--- src/rtl/pc_ctrl_pkg.sv ---
// Shared constants and types for the next-PC sequencer and its redirect buffer.
package pc_ctrl_pkg;

    localparam int XLEN        = 64;
    localparam int INSTR_BYTES = 4;

    localparam logic [1:0] ST_BOOT = 2'd0;
    localparam logic [1:0] ST_RUN  = 2'd1;
    localparam logic [1:0] ST_WAIT = 2'd2;
    localparam logic [1:0] ST_HALT = 2'd3;

    typedef enum logic [1:0] {
        PEND_NONE  = 2'd0,
        PEND_REDIR = 2'd1,
        PEND_TRAP  = 2'd2
    } pend_kind_t;

endpackage

--- src/rtl/pc_redirect_buf.sv ---
// One-entry pending redirect/trap register used while an instruction fetch miss is outstanding.
module pc_redirect_buf
    import pc_ctrl_pkg::*;
#(
    parameter int XLEN_P = XLEN
) (
    input  logic              clk,
    input  logic              rst,
    input  logic              clr,
    input  logic              wr_trap,
    input  logic              wr_redir,
    input  logic [XLEN_P-1:0] trap_target,
    input  logic [XLEN_P-1:0] redir_target,
    output pend_kind_t        kind,
    output logic [XLEN_P-1:0] target
);

    pend_kind_t        kind_r;
    logic [XLEN_P-1:0] target_r;

    // Trap overwrites anything; a redirect may never displace a pending trap.
    always_ff @(posedge clk) begin
        if (rst || clr) begin
            kind_r   <= PEND_NONE;
            target_r <= {XLEN_P{1'b0}};
        end else if (wr_trap) begin
            kind_r   <= PEND_TRAP;
            target_r <= trap_target;
        end else if (wr_redir && (kind_r != PEND_TRAP)) begin
            kind_r   <= PEND_REDIR;
            target_r <= redir_target;
        end else begin
            kind_r   <= kind_r;
            target_r <= target_r;
        end
    end

    assign kind   = kind_r;
    assign target = target_r;

endmodule

--- src/rtl/pc_sequencer.sv ---
// Next-PC controller: arbitrates trap, redirect, stall and fetch handshake for the PC register.
module pc_sequencer
    import pc_ctrl_pkg::*;
#(
    parameter int              XLEN_P       = XLEN,
    parameter logic [XLEN_P-1:0] RESET_VECTOR = {XLEN_P{1'b0}},
    parameter int              INSTR_BYTES_P = INSTR_BYTES
) (
    input  logic              clk,
    input  logic              rst,
    input  logic [XLEN_P-1:0] pc_cur,
    output logic [XLEN_P-1:0] pc_next,
    input  logic              stall_i,
    input  logic              redirect_valid,
    input  logic [XLEN_P-1:0] redirect_target,
    input  logic              trap_valid,
    input  logic [XLEN_P-1:0] trap_vector,
    input  logic              halt_i,
    output logic              imem_req,
    input  logic              imem_ready,
    output logic              fetch_valid,
    output logic              flush_o,
    output logic              halted
);

    logic [1:0]        state_r;
    logic [1:0]        state_nxt_s;
    pend_kind_t        pend_kind_s;
    logic [XLEN_P-1:0] pend_target_s;
    logic [XLEN_P-1:0] win_target_s;
    logic [XLEN_P-1:0] pc_inc_s;
    logic              buf_clr_s;
    logic              buf_wr_trap_s;
    logic              buf_wr_redir_s;
    logic              halt_take_s;
    logic              run_miss_s;
    logic              wait_discard_s;

    assign pc_inc_s    = pc_cur + XLEN_P'(INSTR_BYTES_P);
    assign halt_take_s = halt_i && !trap_valid;

    pc_redirect_buf #(.XLEN_P(XLEN_P)) u_buf (
        .clk          (clk),
        .rst          (rst),
        .clr          (buf_clr_s),
        .wr_trap      (buf_wr_trap_s),
        .wr_redir     (buf_wr_redir_s),
        .trap_target  (trap_vector),
        .redir_target (redirect_target),
        .kind         (pend_kind_s),
        .target       (pend_target_s)
    );

    // Winner when a miss resolves: new trap, then pending trap, then new redirect, then pending redirect.
    always_comb begin
        win_target_s = pend_target_s;
        if (trap_valid) begin
            win_target_s = trap_vector;
        end else if (pend_kind_s == PEND_TRAP) begin
            win_target_s = pend_target_s;
        end else if (redirect_valid) begin
            win_target_s = redirect_target;
        end else begin
            win_target_s = pend_target_s;
        end
    end

    assign run_miss_s     = !trap_valid && !redirect_valid && !stall_i && !imem_ready;
    assign wait_discard_s = (pend_kind_s != PEND_NONE) || trap_valid || redirect_valid;

    // Output decode and next-state selection.
    always_comb begin
        state_nxt_s    = state_r;
        pc_next        = pc_cur;
        imem_req       = 1'b0;
        fetch_valid    = 1'b0;
        flush_o        = 1'b0;
        halted         = 1'b0;
        buf_clr_s      = 1'b0;
        buf_wr_trap_s  = 1'b0;
        buf_wr_redir_s = 1'b0;
        if (rst) begin
            pc_next     = RESET_VECTOR;
            state_nxt_s = ST_BOOT;
        end else begin
            case (state_r)
                ST_BOOT: begin
                    pc_next     = RESET_VECTOR;
                    state_nxt_s = ST_RUN;
                end
                ST_RUN: begin
                    imem_req = 1'b1;
                    if (trap_valid) begin
                        pc_next = trap_vector;
                        flush_o = 1'b1;
                    end else if (redirect_valid) begin
                        pc_next = redirect_target;
                        flush_o = 1'b1;
                    end else if (stall_i) begin
                        pc_next = pc_cur;
                    end else if (imem_ready) begin
                        pc_next     = pc_inc_s;
                        fetch_valid = 1'b1;
                    end else begin
                        pc_next = pc_cur;
                    end
                    state_nxt_s = halt_take_s ? ST_HALT : (run_miss_s ? ST_WAIT : ST_RUN);
                end
                ST_WAIT: begin
                    imem_req       = 1'b1;
                    flush_o        = trap_valid || redirect_valid;
                    buf_wr_trap_s  = trap_valid;
                    buf_wr_redir_s = redirect_valid;
                    buf_clr_s      = imem_ready || halt_take_s;
                    if (imem_ready && wait_discard_s) begin
                        pc_next = win_target_s;
                    end else if (imem_ready && !stall_i) begin
                        pc_next     = pc_inc_s;
                        fetch_valid = 1'b1;
                    end else begin
                        pc_next = pc_cur;
                    end
                    state_nxt_s = halt_take_s ? ST_HALT : (imem_ready ? ST_RUN : ST_WAIT);
                end
                ST_HALT: begin
                    halted  = 1'b1;
                    pc_next = pc_cur;
                end
                default: begin
                    pc_next     = RESET_VECTOR;
                    state_nxt_s = ST_BOOT;
                end
            endcase
        end
    end

    // State register.
    always_ff @(posedge clk) begin
        if (rst) begin
            state_r <= ST_BOOT;
        end else begin
            state_r <= state_nxt_s;
        end
    end

endmodule

--- config.mk ---
export PLATFORM = sky130hd
export DESIGN_NAME = pc_sequencer
export DESIGN_NICKNAME = d
export VERILOG_FILES = /design/src/rtl/pc_ctrl_pkg.sv /design/src/rtl/pc_redirect_buf.sv /design/src/rtl/pc_sequencer.sv
export SDC_FILE = /design/constraint.sdc
export NUM_CORES = 1
export LEC_CHECK = 0
export ABC_AREA = 1
export BUFFER_PORTS_ARGS = -buffer_cell sky130_fd_sc_hd__buf_2
export CORE_MARGIN = 2
export CORE_UTILIZATION = 35
export CTS_CLUSTER_DIAMETER = 30
export CTS_CLUSTER_SIZE = 12
export DETAILED_ROUTE_END_ITERATION = 7
export HOLD_SLACK_MARGIN = 0.08
export SYNTH_ARGS = -nofsm -noshare
export SYNTH_HDL_FRONTEND = slang
export SYNTH_SLANG_ARGS = --single-unit
--- constraint.sdc ---
create_clock -name clk -period 2.5 [get_ports clk]
set_input_delay 0.375 -clock clk [delete_from_list [all_inputs] [get_ports clk]]
set_output_delay 0.375 -clock clk [all_outputs]
set_load 0.005 [all_outputs]
**Word level (Yosys, flattened, before mapping)**

Index checks and enable logic that the tools add are counted.

- Bits in registers: 68
- Input bits: 199
- Output and inout port bits: 68
- Word-level logic and storage cells: 74

- Add/sub/neg operators: 1
- Eq/ne operators: 5
- Muxes and demuxes: 42
- Reductions and logical operators: 22

Operators with widths:

| operator | count |
|---|---|
| $mux 64 | 12 |
| $pmux 64 s4 | 1 |
| $add 64x3->64 const B | 1 |
| $mux 1 | 20 |
| $mux 2 | 6 |
| $logic_and 1x1->1 | 7 |
| $eq 2x2->1 const B | 3 |
| $pmux 2 s3 | 1 |
| $logic_or 1x1->1 | 5 |
| $logic_not 1->1 | 4 |
| $pmux 1 s2 | 2 |
| $reduce_bool 2->1 | 2 |
| $reduce_or 2->1 | 2 |
| $reduce_bool 3->1 | 1 |
| $eq 2x1->1 const B | 1 |
| $logic_not 2->1 | 1 |
| $ne 2x2->1 const B | 1 |

**Longest topological paths before layout**

- Depth in word-level cells: 7
- Mapped depth: 15
- Depth with buffers taken out: 15

**By module**

Synthesis repeated with hierarchy kept, for this count alone.

- Cells, all modules: 2189
- Area, all modules: 10985.5 µm²

By module, submodules not included:

| module | instances | cells each | area an instance (µm²) | seq. area each (µm²) |
|---|---|---|---|---|
| pc_sequencer | 1 | 1553 | 7220.7 | 40.0 |
| pc_redirect_buf | 1 | 636 | 3764.9 | 1321.3 |

**Worst setup path after synthesis**

No wires, ideal clock.

- Path kind: register -> output
- Start point: register state_r[0]
- End point: output port pc_next[10]
- Data arrival time: 1.724 ns
- Required time: 2.125 ns
- Setup slack: 0.401 ns
- Cell stages (with the launch flop): 15
- Path buffers: 4
- Cell sequence: dfxtp_1 > inv_1 > ha_1 > buf_2 > inv_2 > buf_2 > nor2_2 > buf_4 > inv_2 > buf_2 > nand2_1 > o21ai_0 > o221ai_1 > nand2_1 > inv_1

- Longest elaborated chain between the ends: 3
- Elaborated cells between the ends (all ways): 6
- Those cells by class: eq/ne: 3; mux: 2; reduce/logical: 1

Ends and longest elaborated chain:

| element | RTL line | text |
|---|---|---|
| from (decl) | pc_sequencer.sv:26 | `logic [1:0] state_r;` |
| from (signal assigned) | pc_sequencer.sv:142 | `state_r <= state_nxt_s;` |
| $eq 2x2->1 (tied with other cells) | pc_sequencer.sv:86 | `case (state_r)` |
| $pmux 64 s4 (*) | pc_sequencer.sv:86 |  |
| $mux 64 (*) | pc_sequencer.sv:82 | `if (rst) begin` |
| to (decl) | pc_sequencer.sv:12 | `output logic [XLEN_P-1:0] pc_next,` |

Every way passes the cells marked *; elsewhere a longest branch is shown, timed or not.

**Final worst setup path**

- Start point: register state_r[0]
- End point: output port pc_next[22]

Same word-level chain as after synthesis.

==> reports/results.tsv <==
metric	value	unit
total power	4.32	mW
core area	27900	um^2
startpoint types	register	
dpl hpwl	41600	um
Top delay family on crit path	buffers and inverters	
Synth area leaders	nand2_1 (21%), dfxtp_1 (14%), nand3_1 (9.0%)	
Final Max Tran Viols	0	
fin crit share	1.01	
Final Skew	0.00419	ns
max cap viols	0	
vias in the first global route	13000	
clock buffer depth	2	
H-tree level count	3	
Synth Instances	1859	
clock slew at reported path FFs	0.06	ns
critical path, cell by cell	inv_2 -> ha_2 -> inv_4 -> buf_4 -> buf_4 -> a211oi_1 -> buf_4 -> o21ai_0 -> nand3_1 -> nand2_1 -> inv_1 -> buf_2	
hold path startpoint	redirect_target[34]	
Syn Nets	2063	
Hold Slack	0.309	ns
Least-Margin Pin Slew	0.515	ns
worst setup margin	-0.0126	ns
critical path type	register to output pin	
RR Endpoint	u_buf.target[10]$_SDFFE_PP0P_	
Crit-path slowest cell	dfxtp_2	
Reg2Reg Launch Point	state_r[0]$_SDFFE_PP0P_	
drt pass-1 iters	6	
worst relative slew slack	0.656	
Post-synth top cells	nand2_1 (562), nor2_1 (216), nand3_1 (178), inv_1 (144), o21ai_0 (120)	
R2R Setup Slk	0.21	ns
Lkg Pwr	6.85	nW
first-pass GRT wire length	78600	um
HP Class	input pin to register	
Buf+Inv Stages, Crit Path	7	
Via Count	14700	
post-route ant nets	0	
wirelength, routed	55000	um
Rows	61	
Worst path max stage delay	0.34	ns
die height	172	um
Worst Hold End	u_buf.target[34]$_SDFFE_PP0P_	
clk_lat worst skew	0.34	ns
Max FO, Critical Path	5	
P&R area growth vs syn	46.5	%
Period minus WS final	2.51	ns
Synth area leader	nand2_1	
TritonCTS Buffers	9	
failing checks	setup timing	
Nets	2450	
unrepaired setup endpoints after global routing	yes	
crit end category	output pin	
Yosys top cell area share	0.212	
highest clock rate	0.398	GHz
Worst EP arrival	2.14	ns
pin count of the biggest net entering global routing	56	
I/O pin cnt	267	
Final Hold Viols	0	
die width	172	um
async set-reset flop share out of synthesis	0	
share of cells above drive strength 1	0.341	
routability cong.	1.09	
design area	14600	um^2
worst endpoint required time	2.12	ns
Clock Sinks	68	
Total GRT Usage	0.353	
maximum vdd drop	314	uV
DRC violations left	0	
hold path cells	3	
pre-CTS setup slack	-0.0724	ns
Setup TNS Final	-0.0138	ns
Overflow after GRT	0	
outcome	complete, but fails checks	
Setup violations, final	3	
Worst Reg-to-Reg Cells	13	
sequential-to-total area share from yosys stat	0.137	
CP Launch Point	state_r[0]$_SDFFE_PP0P_	
Yosys cell types	46	
synth warn	0	
IO buf count	266	
Post-synth top flop	dfxtp_1	
crit-path most repeated cell	buf_4	
CTS tree	done	
count leader, synth	nand2_1	
Pwr per Cell Area	297	nW/um^2
First DRT Iteration DRCs	1717	
vias per cell	5.60	
routed len/inst	20.9	um
Post-DP Area	12900	um^2
initial antenna violation count	3	
Starting Density	0.357	
CTS Root Cell	clkbuf_16	
mean post-synth cell area	5.34	um^2
die area	29700	um^2
post-synthesis cell area	9930	um^2
synthesized flop and latch total	68	
Post-synth EDFFs	0	
-- how the worst max path moves through the flow --
stage | to | slack, ns | depth (start not counted)
after floorplan | pc_next[10] | 0.40 | 14
after global placement | pc_next[11] | -0.10 | 13
after detailed placement | pc_next[47] | -0.07 | 16
after CTS | pc_next[34] | -0.02 | 11
after global routing | pc_next[34] | -0.14 | 11
final | pc_next[22] | -0.01 | 12
-- kinds of logic after synthesis --
| kind of cell | Yosys count | share of synthesized area |
|---|---|---|
| DFF | 68 | 0.137 |
| buffers and inverters | 287 | 0.119 |
| and+or+nand+nor | 1085 | 0.475 |
| adders and majority gates | 5 | 0.00630 |
| xor gates and xnor gates | 25 | 0.0220 |
| muxes | 1 | 0.00101 |
| AOI/OAI and AO/OA | 388 | 0.239 |
-- worst register-to-register path, cell delays in order (launching register included) --
cell     delay, ns
dfxtp_2       0.34
inv_2         0.07
ha_2          0.22
inv_4         0.06
buf_4         0.13
buf_4         0.15
nor2_2        0.22
inv_2         0.11
nor2_4        0.16
nor2_4        0.06
inv_2         0.19
buf_12        0.23
o21ai_0       0.10
a31oi_1       0.18
-- where the power goes --
group / internal [mW] / total [mW] / switching, mW / leakage [nW]
clock network: 0.810 / 1.32 / 0.510 / 0.149
logic: 0.743 / 1.90 / 1.15 / 6.15
registers: 1.10 / 1.10 / 0.00788 / 0.550
total: 2.65 / 4.32 / 1.67 / 6.85
-- per-stage QoR --
step | util | instances
after floorplan | - | 1859
after global placement | 0.462 | 2577
after detailed placement | 0.462 | 2577
after CTS | 0.484 | 2601
after global routing | 0.522 | 2632
final | 0.522 | 2632
-- timing repair --
item	4_1_cts	5_1_grt
hold buffers	0	0
buffers inserted	6	26
pin swaps	5	54
setup endpoints to repair	55	62
cloned	2	3
gates resized for setup	54	223
-- final cells by class --
cell class,instances,area [um^2]
tap,378,473
timing repair buffer,497,3540
multi-input combinational,1504,8210
antenna,3,7.51
fill,2939,13300
clock buffer,16,302
sequential,68,1370
inverter,166,648
-- routing by layer --
metal  part of all wire  wire, um  vias up  track usage
met3               0.12      6390       93       0.0948
li1                   -         -     6970            -
met4              0.030      1670        0       0.0968
met2               0.42     22900      853        0.517
met1               0.44     24000     6818        0.505
met5                  0         0        -            0
-- placed cells by master (no fill, tap or decap), drive strengths merged, types with 4 or more instances in the layout --
master	n
a21oi	35
ha	5
nand3	182
o211ai	15
o21ai	156
nor3	21
or2	26
o2111ai	7
o21bai	4
a211o	12
buf	488
a211oi	61
xor2	18
inv	164
o22ai	24
nor2	250
nand3b	10
dfxtp	68
clkbuf	25
nand2	578
a221oi	6
a31oi	61
xnor2	7
nand4	17
-- registers in the layout, indices dropped and copies added, names as in the netlist --
register and count:
u_buf.target 64, state_r 2, u_buf.kind 2
Note: power is estimated with default switching activity, not from simulation.
